<file path="src/rtl/seq_multiword_adder.sv">
// Sequential wide adder: one N-bit ripple slice reused WORDS times, LSB slice first.
// Optional macro SEQ_ADD_OVERFLOW_EN adds a registered signed-overflow output o_Overflow.

module ripple_carry_adder #(
    parameter int N = 4
) (
    input  logic [N-1:0] a,
    input  logic [N-1:0] b,
    input  logic         cin,
    output logic [N-1:0] sum,
    output logic         cout
);
    logic [N:0] c;

    assign c[0] = cin;

    for (genvar i = 0; i < N; i++) begin : g_bit
        assign sum[i]  = a[i] ^ b[i] ^ c[i];
        assign c[i+1]  = (a[i] & b[i]) | (c[i] & (a[i] ^ b[i]));
    end

    assign cout = c[N];
endmodule

// state | meaning
// IDLE  | ready for operands
// ADD   | one slice summed per clock, idx selects the slice
// DONE  | result held until the consumer takes it
module seq_multiword_adder #(
    parameter int N     = 4,
    parameter int WORDS = 4
) (
    input  logic             i_Clk,
    input  logic             i_Rst,
    input  logic             i_Valid,
    output logic             o_Ready,
    input  logic [N*WORDS-1:0] i_A,
    input  logic [N*WORDS-1:0] i_B,
    input  logic             i_Cin,
    output logic             o_Valid,
    input  logic             i_Ready,
    output logic [N*WORDS-1:0] o_Sum,
    output logic             o_Cout
`ifdef SEQ_ADD_OVERFLOW_EN
    ,
    output logic             o_Overflow
`endif
);
    localparam int W     = N * WORDS;
    localparam int IDX_W = (WORDS > 1) ? $clog2(WORDS) : 1;

    localparam logic [1:0] IDLE = 2'd0;
    localparam logic [1:0] ADD  = 2'd1;
    localparam logic [1:0] DONE = 2'd2;

    logic [1:0]       state;
    logic [W-1:0]     op_a;
    logic [W-1:0]     op_b;
    logic             carry;
    logic [IDX_W-1:0] idx;
    logic [W-1:0]     sum_reg;
    logic             cout_reg;

    logic [N-1:0]     a_slice;
    logic [N-1:0]     b_slice;
    logic [N-1:0]     slice_sum;
    logic             slice_cout;
    logic             last_slice;

    always_comb begin
        a_slice = '0;
        b_slice = '0;
        for (int w = 0; w < WORDS; w++) begin
            if (idx == IDX_W'(w)) begin
                a_slice = op_a[w*N +: N];
                b_slice = op_b[w*N +: N];
            end
        end
    end

    assign last_slice = (idx == IDX_W'(WORDS - 1));

    ripple_carry_adder #(.N(N)) u_rca (
        .a    (a_slice),
        .b    (b_slice),
        .cin  (carry),
        .sum  (slice_sum),
        .cout (slice_cout)
    );

`ifdef SEQ_ADD_OVERFLOW_EN
    logic ovf_reg;
    logic msb_cin;

    // The slice only exposes its final carry, so recover the carry into the MSB.
    assign msb_cin    = op_a[W-1] ^ op_b[W-1] ^ slice_sum[N-1];
    assign o_Overflow = ovf_reg;
`endif

    always_ff @(posedge i_Clk) begin
        if (i_Rst) begin
            state    <= IDLE;
            sum_reg  <= '0;
            cout_reg <= 1'b0;
            idx      <= '0;
            carry    <= 1'b0;
`ifdef SEQ_ADD_OVERFLOW_EN
            ovf_reg  <= 1'b0;
`endif
        end else begin
            case (state)
                IDLE: begin
                    if (i_Valid) begin
                        op_a  <= i_A;
                        op_b  <= i_B;
                        carry <= i_Cin;
                        idx   <= '0;
                        state <= ADD;
                    end
                end
                ADD: begin
                    for (int w = 0; w < WORDS; w++) begin
                        if (idx == IDX_W'(w)) sum_reg[w*N +: N] <= slice_sum;
                    end
                    carry <= slice_cout;
                    if (last_slice) begin
                        cout_reg <= slice_cout;
`ifdef SEQ_ADD_OVERFLOW_EN
                        ovf_reg  <= msb_cin ^ slice_cout;
`endif
                        state    <= DONE;
                    end else begin
                        idx <= idx + IDX_W'(1);
                    end
                end
                DONE: begin
                    if (i_Ready) state <= IDLE;
                end
                default: state <= IDLE;
            endcase
        end
    end

    assign o_Ready = (state == IDLE);
    assign o_Valid = (state == DONE);
    assign o_Sum   = sum_reg;
    assign o_Cout  = cout_reg;
endmodule
</file>
<file path="config.mk">
export PLATFORM = sky130hd
export DESIGN_NAME = seq_multiword_adder
export DESIGN_NICKNAME = d
export VERILOG_FILES = /design/src/rtl/seq_multiword_adder.sv
export SDC_FILE = /design/constraint.sdc
export NUM_CORES = 1
export LEC_CHECK = 0
export CORE_UTILIZATION = 45
export DETAILED_ROUTE_END_ITERATION = 7
export PLACE_DENSITY = 0.74
export REMOVE_ABC_BUFFERS = 1
export SLEW_MARGIN = 30
export SYNTH_ARGS = -nofsm -noshare
export SYNTH_HDL_FRONTEND = slang
export SYNTH_SLANG_ARGS = --single-unit
</file>
<file path="constraint.sdc">
create_clock -name i_Clk -period 7.93 [get_ports i_Clk]
set_input_delay 1.586 -clock i_Clk [delete_from_list [all_inputs] [get_ports i_Clk]]
set_output_delay 1.586 -clock i_Clk [all_outputs]
set_load 0.02 [all_outputs]
</file>
==> impl_summary.log <==
INFO  metric clkSinkCount = 54
INFO  metric synth_seq_cells = 54
INFO  metric floorplan.die_area = 5270 um^2
INFO  metric max_freq = 298 MHz
INFO  metric tns = 0 ns
INFO  metric synth-edff-count = 32
INFO  metric wl_per_cell = 13.3 um
INFO  metric gp_congestion = 0.782
INFO  metric synth.distinct_cells = 30
INFO  metric port-buffer-count = 55
INFO  metric synth_top_cell_area_share = 42.9%
INFO  metric most_common_cell_on_crit_path = fa_1
INFO  metric finalClockSkew = 0.00720 ns
INFO  metric basic_gate_share_of_the_synthesized_area_counting_and_or_nand_and_nor_cells = 9.55%
INFO  metric nets = 281
INFO  metric drtAntennaViolNets = 0
INFO  metric hold_viol_final = 0
INFO  metric postCtsResizedCells = 0
INFO  metric largest_net_degree_at_the_start_of_global_routing = 33
INFO  metric maxCapViolations = 0
INFO  metric relSlewSlack = 42.6%
INFO  metric async_flop_share = 0%
INFO  metric num_antenna_cells = 0
INFO  metric max-clock-path-buffers = 2
INFO  metric drc = 0
INFO  metric numCtsBuffers = 5
INFO  metric tightestPinTransition = 0.859 ns
INFO  metric number_of_antenna_violations_at_the_first_check_in_global_routing = 0
INFO  metric crit_path_end_kind = register
INFO  metric setup.worst_path.class = reg2reg
INFO  metric power_density = 198 nW/um^2
INFO  metric clock_tree.root_cell = clkbuf_8
INFO  metric post-route-cell-area = 2920 um^2
INFO  metric clock_power_share = 27.6%
INFO  metric postCtsHoldBufs = 0
INFO  metric power_leakage = 0.00112 uW
INFO  metric synth_seq_area_share = 62.5%
INFO  metric critical_path.top_delay_family = adder cells
INFO  metric power_switching_share = 24.7%
INFO  metric track_usage = 17.4%
INFO  metric cp_slowest_cell = fa_1
INFO  metric synth_top_family_by_area = compound AO/OA/AOI/OAI gates
INFO  metric syn_inst = 184
INFO  metric cts_tree = built
INFO  metric synth-xor-area-share = 0%
INFO  metric synth_mux_area_share = 5.81%
INFO  metric holdWs = 0.461 ns
INFO  metric cts_post_setup_buffers_inserted = 0
INFO  metric synth_largest_area_cell = edfxtp_1
INFO  metric worst_ep_arrival_time = 3.53 ns
INFO  metric avgViaCountPerCell = 4.92
INFO  metric post_synth_fa_ha_maj_area_fraction = 5.81%
INFO  metric power.sequential.fraction = 54.6%
INFO  metric critical_path_required = 8.11 ns
INFO  metric peakVddDrop = 0.000109 V
INFO  metric place_area = 2830 um^2
INFO  metric ctsHtreeMaxLevel = 2
INFO  metric boundaryPins = 56
INFO  metric drt_iter0_markers = 82
INFO  metric rsz_0062_raised_after_global_routing = false
INFO  metric synth_top_cells_by_area = edfxtp_1 43%, dfxtp_1 20%, mux2i_1 5.8%
INFO  metric logic_pwr_share = 17.8%
INFO  metric run_status = complete, no violations
INFO  metric cts.clk_slew.worst_paths = 0.09 ns
INFO  metric worst-path-buf-inv = 2
INFO  metric drv_slew = 0
INFO  metric p_int = 436 uW
INFO  metric floorplan.initialDensity = 47.1%
INFO  metric post_synth_instance_area = 2240 um^2
INFO  metric critPathMaxStageDelay = 0.51 ns
INFO  metric cp-start-kind = register
INFO  metric synth.most_common_cell = edfxtp_1
INFO  metric area_delta_synth_final = 30.4%
INFO  metric post-route-min-period = 3.35 ns
INFO  metric placementRows = 25
INFO  metric synth_compound_gate_area_share = 11.7%
INFO  metric core_region_area = 4750 um^2
INFO  metric post_route_cells_drive_above_1_share = 5.06%
INFO  metric synthFlopType = edfxtp_1
INFO  metric switching_power = 143 uW
INFO  metric cells_along_the_critical_path = inv_1, ha_1, a21oi_1, o21ai_0, a22oi_1, fa_1, inv_1, fa_1, fa_1, fa_1, mux2i_1, nor2_1
INFO  metric dpl.hpwl = 2.76 mm
INFO  metric setup_violations = 0
INFO  metric number_of_warnings_reported_in_the_yosys_synthesis_log = 0
INFO  metric grt_first_pass_wirelength = 6.81 mm
INFO  metric clk-insertion-delay-late = 0.31 ns
INFO  metric grt-ovfl-total = 0
INFO  metric period_share = 42.3%
INFO  metric final_core_utilization = 61.5%
INFO  metric min_path_type = reg2reg
INFO  metric die_w = 72.6 um
INFO  metric wirelength = 4.04 mm
INFO  metric detail_route.first_pass.iterations = 4
INFO  metric synth_common_cells = 32 x edfxtp_1, 22 x dfxtp_1, 20 x a21oi_1
INFO  metric first_global_vias = 1455
INFO  metric critical_path.max_fanout = 17
INFO  metric syn_area_per_cell = 12.2 um^2
INFO  metric chipHeight = 72.6 um
INFO  metric vias = 1495
## cells by family (layout without fill, tap and decap cells)
family	after synthesis	count (layout)
flops	54	54
buf+inv	23	76
simple gates	44	44
mux	13	13
fa+ha+maj	8	8
compound gates	42	42
## area by class of cell
class	count	area, um^2
Clock buffer	7	90.1
Clock inverter	1	5.00
Fill cell	426	1830
Inverter	12	45.0
Multi-Input combinational cell	107	739
Sequential cell	54	1400
Tap cell	67	83.8
Timing Repair Buffer	56	558
## layout by cell type (no fill, tap or decap), types with 4 or more instances in the layout
master and instances:
edfxtp_1 32, o21ai_0 8, ha_1 4, nor2_1 17, dfxtp_1 22, mux2i_1 13
clkdlybuf4s50_1 55, inv_1 12, fa_1 4, nand2_1 12, a22o_1 6, a21oi_1 20
clkbuf_8 6
## flip-flops by register name, summed over array words and instances (netlist names)
register / cells
o_Cout: 1
op_a: 16
op_b: 16
idx: 2
o_Sum: 16
carry: 1
state: 2
## per-layer routing
layer  track usage, %  up-vias  wire length [um]
met4             5.88        0                48
met1             22.2      685              1890
met2             27.9       59              1830
li1                 -      746                 -
met5                0        -                 0
met3             5.83        5               276
## worst paths after layout
kind	end	cells after the start	slack, ns	from
setup reg to reg	o_Sum[11]	12	4.58	idx[0]
setup / recovery	o_Sum[11]	12	4.58	idx[0]
hold / removal	o_Sum[12]	2	0.46	o_Sum[12]
hold reg to reg	o_Sum[12]	2	0.46	o_Sum[12]
## worst reg2reg max path, cell delays in order (launching register included)
cell and delay (ns):
dfxtp_1 0.38, inv_1 0.09, ha_1 0.43, a21oi_1 0.19
o21ai_0 0.10, a22oi_1 0.24, fa_1 0.21, inv_1 0.05
fa_1 0.39, fa_1 0.39, fa_1 0.51, mux2i_1 0.18
nor2_1 0.05
## metrics by stage
| stage | std cells | setup slack [ns] | total power, uW |
|---|---|---|---|
| finish | 304 | 4.58 | 579 |
| floorplan | 173 | 4.14 | 379 |
| CTS | 304 | 4.56 | 583 |
| detailed placement | 296 | 4.50 | 425 |
| global placement | 296 | 4.51 | 423 |
| global route | 304 | 4.35 | 608 |
## power by group through the flow
stage	Clock [uW]	Combinational (uW)	Sequential [uW]
global placement	0	101	322
floorplan	0	51.8	328
CTS	164	103	316
global route	178	113	318
detailed placement	0	103	323
finish	160	103	316
Note: power is estimated with default switching activity, not from simulation.
